**src/rtl/sum_acc_pkg.sv**
```systemverilog
// Shared state encoding and default widths for the burst sum accumulator.
package sum_acc_pkg;

  localparam int unsigned DATA_W_DEF = 8;
  localparam int unsigned LEN_W_DEF  = 4;

  typedef enum logic [1:0] {
    ST_IDLE = 2'd0,
    ST_ACC  = 2'd1,
    ST_HOLD = 2'd2
  } state_t;

endpackage

```
**src/rtl/binary_adder.sv**
```systemverilog
// W-bit binary adder with carry in and carry out.
module binary_adder #(
  parameter int unsigned W = 8
) (
  input  logic [W-1:0] A,
  input  logic [W-1:0] B,
  input  logic         Cin,
  output logic [W-1:0] SUM,
  output logic         Cout
);

  assign {Cout, SUM} = {1'b0, A} + {1'b0, B} + (W+1)'(Cin);

endmodule

```
**src/rtl/sum_accumulator.sv**
```systemverilog
// Burst accumulator: sums len operands through binary_adder, holds the total
// until the consumer handshakes, then returns to IDLE.
module sum_accumulator
  import sum_acc_pkg::*;
#(
  parameter int unsigned DATA_W = DATA_W_DEF,
  parameter int unsigned LEN_W  = LEN_W_DEF
) (
  input  logic                    clk,
  input  logic                    rst,
  input  logic                    start,
  input  logic [LEN_W-1:0]        len,
  input  logic                    in_valid,
  input  logic [DATA_W-1:0]       in_data,
  output logic                    in_ready,
  output logic                    out_valid,
  output logic [DATA_W+LEN_W-1:0] out_sum,
  input  logic                    out_ready,
  output logic                    busy,
  output logic                    err
);

  state_t              r_state;
  state_t              w_state_next;
  logic                w_err_next;
  logic                w_load;
  logic                w_accept;
  logic                r_in_ready;
  logic                r_out_valid;
  logic                r_busy;
  logic                r_err;
  logic [DATA_W-1:0]   r_acc_lo;
  logic [LEN_W-1:0]    r_acc_hi;
  logic [LEN_W-1:0]    r_remain;
  logic [DATA_W-1:0]   w_sum;
  logic                w_cout;

  // r_in_ready mirrors state==ACC, so the accept strobe never looks at outputs combinationally
  assign w_accept = in_valid & r_in_ready;

  binary_adder #(
    .W (DATA_W)
  ) u_adder (
    .A    (r_acc_lo),
    .B    (in_data),
    .Cin  (1'b0),
    .SUM  (w_sum),
    .Cout (w_cout)
  );

  always_comb begin
    w_state_next = r_state;
    w_err_next   = 1'b0;
    w_load       = 1'b0;
    case (r_state)
      ST_IDLE: begin
        if (start) begin
          if (len != '0) begin
            w_state_next = ST_ACC;
            w_load       = 1'b1;
          end else begin
            w_err_next = 1'b1;
          end
        end
      end
      ST_ACC: begin
        if (w_accept && (r_remain == LEN_W'(1))) begin
          w_state_next = ST_HOLD;
        end
      end
      ST_HOLD: begin
        if (out_ready) begin
          w_state_next = ST_IDLE;
        end
      end
      default: w_state_next = ST_IDLE;
    endcase
  end

  // State plus state-decoded flags, registered from the next state
  always_ff @(posedge clk or posedge rst) begin
    if (rst) begin
      r_state     <= ST_IDLE;
      r_in_ready  <= 1'b0;
      r_out_valid <= 1'b0;
      r_busy      <= 1'b0;
      r_err       <= 1'b0;
    end else begin
      r_state     <= w_state_next;
      r_in_ready  <= (w_state_next == ST_ACC);
      r_out_valid <= (w_state_next == ST_HOLD);
      r_busy      <= (w_state_next != ST_IDLE);
      r_err       <= w_err_next;
    end
  end

  always_ff @(posedge clk or posedge rst) begin
    if (rst) begin
      r_acc_lo <= '0;
      r_acc_hi <= '0;
      r_remain <= '0;
    end else if (w_load) begin
      r_acc_lo <= '0;
      r_acc_hi <= '0;
      r_remain <= len;
    end else if (w_accept) begin
      r_acc_lo <= w_sum;
      r_acc_hi <= r_acc_hi + LEN_W'(w_cout);
      r_remain <= r_remain - LEN_W'(1);
    end
  end

  assign in_ready  = r_in_ready;
  assign out_valid = r_out_valid;
  assign busy      = r_busy;
  assign err       = r_err;
  assign out_sum   = {r_acc_hi, r_acc_lo};

endmodule

```
**config.mk**
```make
export PLATFORM = sky130hd
export DESIGN_NAME = sum_accumulator
export DESIGN_NICKNAME = d
export VERILOG_FILES = /design/src/rtl/sum_acc_pkg.sv /design/src/rtl/binary_adder.sv /design/src/rtl/sum_accumulator.sv
export SDC_FILE = /design/constraint.sdc
export NUM_CORES = 1
export LEC_CHECK = 0
export CAP_MARGIN = 20
export CORE_MARGIN = 4
export CORE_UTILIZATION = 49
export DETAILED_ROUTE_END_ITERATION = 7
export PLACE_DENSITY_LB_ADDON = 0.12
export REMOVE_ABC_BUFFERS = 1
export SLEW_MARGIN = 20
export SYNTH_ARGS = -nofsm -noshare
export SYNTH_HDL_FRONTEND = slang
export SYNTH_SLANG_ARGS = --single-unit
export TNS_END_PERCENT = 1
```
**constraint.sdc**
```tcl
create_clock -name clk -period 3.13 [get_ports clk]
set_clock_uncertainty 0.2 [all_clocks]
set_input_delay 0.626 -clock clk [delete_from_list [all_inputs] [get_ports clk]]
set_output_delay 0.626 -clock clk [all_outputs]
set_load 0.02 [all_outputs]
```
==> impl_metrics.json <==
{
  "worst_hold_path_type": "reg -> reg",
  "overflow": 0,
  "clockBufferDepth": 2,
  "finalSetupViolations": 0,
  "startpoint_type": "primary input",
  "fp.coreArea_mm2": 0.00254,
  "row_count": 18,
  "crit_path_max_fanout": 3,
  "areaGrowthSynthToFinish_pct": 33.8,
  "synthDistinctLibCells": 42,
  "worstReg2RegStart": "r_acc_lo[0]$_DFFE_PP0P_",
  "slew_violations": 0,
  "drt-initial-drc-count": 33,
  "dr_total_vias": 1194,
  "relSlewSlack": 0.431,
  "placed_cell_area_mm2": 0.00174,
  "worst_ep_required_time_ns": 3.12,
  "initial_core_util": 0.527,
  "cts_resized": 0,
  "synth_warnings": 0,
  "drc": 0,
  "wl_mm": 3.12,
  "status": "finished, final reports clean",
  "ant_nets": 0,
  "path_cells": "clkdlybuf4s50_1 > ha_1 > inv_1 > fa_1 > nor2b_1 > o31a_1 > o31ai_2 > o21ai_1 > ha_1 > ha_1 > nand2_1 > xor2_1 > nor2_1",
  "cpMostUsedCell": "ha_1",
  "fin_nets": 212,
  "synthesis.area_mm2": 0.00134,
  "crit_path_start": "in_data[0]",
  "min_period_ns": 2.94,
  "synth-seq-cells": 22,
  "grt_pass1_vias": 1235,
  "grt_use_total": 0.190,
  "path_class": "in -> reg",
  "max_stage_delay_ns": 0.46,
  "slowest_stage": "clkdlybuf4s50_1",
  "fin_crit_sh": 0.939,
  "crit_buf_inv": 2,
  "drive_above_1_share": 0.116,
  "rsz0062_at_grt": "false",
  "cts.sink_count": 22,
  "critPathArrivalTime_ns": 2.93,
  "viasPerCell": 5.66,
  "antenna_found_initial": 0,
  "clk_latency_ns": 0.31,
  "grt_max_degree": 23,
  "hpwl_mm": 2.35,
  "tightest_slew_ns": 0.852,
  "antenna_cells": 0,
  "maxCapViolCount": 0,
  "yosysSeqAreaShare": 0.411,
  "final_area_mm2": 0.00179,
  "wl_per_cell_um": 14.8,
  "port_buffers": 32,
  "cts-root-buf": "clkbuf_4",
  "power_leakage_nw": 0.804,
  "cts_hold_buf": 0,
  "place.gp.congestion": 0.748,
  "fmax_mhz": 340,
  "critical-path-top-delay-family": "adder cells",
  "timing.hold.ws_ns": 0.277,
  "path_clk_slew_ns": 0.14,
  "tritoncts": "yes",
  "syn_avg_cell_area_um2": 9.57,
  "endpoint_kind": "flip-flop",
  "ir_drop_v": 0.000509,
  "die_h_um": 60.3,
  "die-area_mm2": 0.00364,
  "p_per_area_mw_per_mm2": 877,
  "numCtsBuffers": 3,
  "die_width_um": 60.3,
  "post-cts-setup-buffers": 0,
  "hp-start": "r_state[1]$_DFF_PP0_",
  "ios": 33,
  "finalHoldViolCount": 0,
  "synthCells": 140,
  "firstDrtPassIters": 4,
  "cts-htree-levels": 1,
  "final_util": 0.705,
  "grt_pass1_wl_mm": 5.23
}
per-layer routing:
layer,track usage,vias up,part of all wire
met5,0,-,0
met4,0.0506,0,0.0045
met3,0.0259,2,0.052
met2,0.350,31,0.51
met1,0.228,569,0.44
li1,-,592,-
final cells by class:
type	instances	area (um2)
clock inverters	1	30.0
well taps	30	37.5
repair buffers	41	388
inverters	7	26.3
flip-flops and latches	22	551
fillers	202	752
clock buffers	3	22.5
multi-input cells	107	738
stage by stage:
step | std cells | setup slack [ns] | TNS [ns] | total power (W)
floorplan | 136 | 0.464 | 0 | 0.00101
global placement | 207 | -0.0772 | -0.161 | 0.00132
detailed placement | 207 | -0.169 | -0.348 | 0.00135
CTS | 211 | 0.175 | 0 | 0.00157
global route | 211 | 0.0398 | 0 | 0.00170
finish | 211 | 0.192 | 0 | 0.00157
Yosys cell counts:
| library cell | count | share of area |
|---|---|---|
| a211oi_2 | 1 | 0.0093 |
| xnor2_1 | 1 | 0.0065 |
| a2111o_1 | 1 | 0.0084 |
| or4_4 | 1 | 0.0084 |
| a211o_1 | 3 | 0.020 |
| o21ai_1 | 1 | 0.0037 |
| nand4_1 | 2 | 0.0093 |
| or4b_2 | 1 | 0.0075 |
| clkbuf_1 | 2 | 0.0056 |
| nor2_1 | 11 | 0.031 |
| fa_1 | 1 | 0.015 |
| and3_1 | 1 | 0.0047 |
| nor4_1 | 1 | 0.0047 |
| a21o_1 | 1 | 0.0056 |
| o21bai_1 | 1 | 0.0056 |
| nand2_1 | 17 | 0.048 |
| o311a_1 | 2 | 0.015 |
| nor3b_1 | 2 | 0.011 |
| nor2b_1 | 2 | 0.0093 |
| inv_1 | 7 | 0.020 |
| a211oi_1 | 3 | 0.017 |
| nand3b_1 | 1 | 0.0056 |
| nand3_1 | 2 | 0.0075 |
| and2_1 | 3 | 0.014 |
| o21ai_0 | 10 | 0.037 |
| xor2_1 | 3 | 0.020 |
| or3_1 | 1 | 0.0047 |
| a31o_2 | 2 | 0.013 |
| a311oi_1 | 1 | 0.0065 |
| or2_2 | 1 | 0.0047 |
| o211a_1 | 1 | 0.0075 |
| ha_1 | 12 | 0.11 |
| a21oi_1 | 9 | 0.034 |
| nor4b_1 | 1 | 0.0065 |
| o31a_1 | 1 | 0.0065 |
| nor3_1 | 2 | 0.0075 |
| nand2_2 | 1 | 0.0047 |
| dfrtp_1 | 22 | 0.41 |
| o21a_1 | 1 | 0.0056 |
| o211ai_1 | 1 | 0.0056 |
| o31ai_1 | 1 | 0.0056 |
| buf_6 | 2 | 0.017 |
registers in the layout (all words and copies together) (netlist names):
signal / count
r_state: 2
r_acc_lo: 8
out_valid: 1
r_acc_hi: 4
busy: 1
in_ready: 1
err: 1
r_remain: 4
cell usage in the layout (no fill, tap or decap), types with 2 or more instances in the layout:
master           Yosys  layout
a211o_1              3       3
a211oi_1             3       3
a21oi_1              9       9
a31o_2               2       2
and2_1               3       3
buf_4                0       9
clkbuf_4             0       3
clkdlybuf4s50_1      0      32
dfrtp_1             22      22
ha_1                12      12
inv_1                7       7
nand2_1             17      17
nand3_1              2       2
nand4_1              2       2
nor2_1              11      11
nor2b_1              2       2
nor3_1               2       2
nor3b_1              2       2
o21ai_0             10       9
o21ai_1              1       2
o311a_1              2       2
xor2_1               3       3
path summary, 6_finish.rpt:
path,endpoint,slack (ns),cells after the start
worst max-delay path,r_acc_hi[2]$_DFFE_PP0P_,0.19,13
worst min-delay path,err$_DFF_PP0_,0.28,1
worst max register to register,r_acc_hi[2]$_DFFE_PP0P_,0.58,12
worst min register to register,err$_DFF_PP0_,0.28,1
max in group asynchronous,r_acc_lo[2]$_DFFE_PP0P_,1.62,2
min in group asynchronous,busy$_DFF_PP0_,0.57,2
cells by family (layout without fill, tap and decap cells):
kind of cell	after synthesis	count (layout)	share of synthesized area
buffers and inverters	11	52	0.0420
flip-flops	22	22	0.411
AO/OA/AOI/OAI	40	40	0.205
XOR/XNOR	4	4	0.0261
AND/OR/NAND/NOR	50	50	0.189
adder cells (fa/ha/maj)	13	13	0.127
power by group:
| part | internal [W] | total, W | switching (W) |
|---|---|---|---|
| sequential | 0.000390 | 0.000479 | 0.0000892 |
| clock | 0.000129 | 0.000220 | 0.0000902 |
| combinational | 0.000424 | 0.000873 | 0.000448 |
worst reg2reg max path: cells and delay by family (launching register included):
family / cells / cell delay (ns)
flip-flops: 1 / 0.39
XOR/XNOR: 1 / 0.15
adder cells (fa/ha/maj): 4 / 0.92
AO/OA/AOI/OAI: 3 / 0.42
buffers and inverters: 1 / 0.06
AND/OR/NAND/NOR: 3 / 0.29
Power figures use the tool's default switching activity.
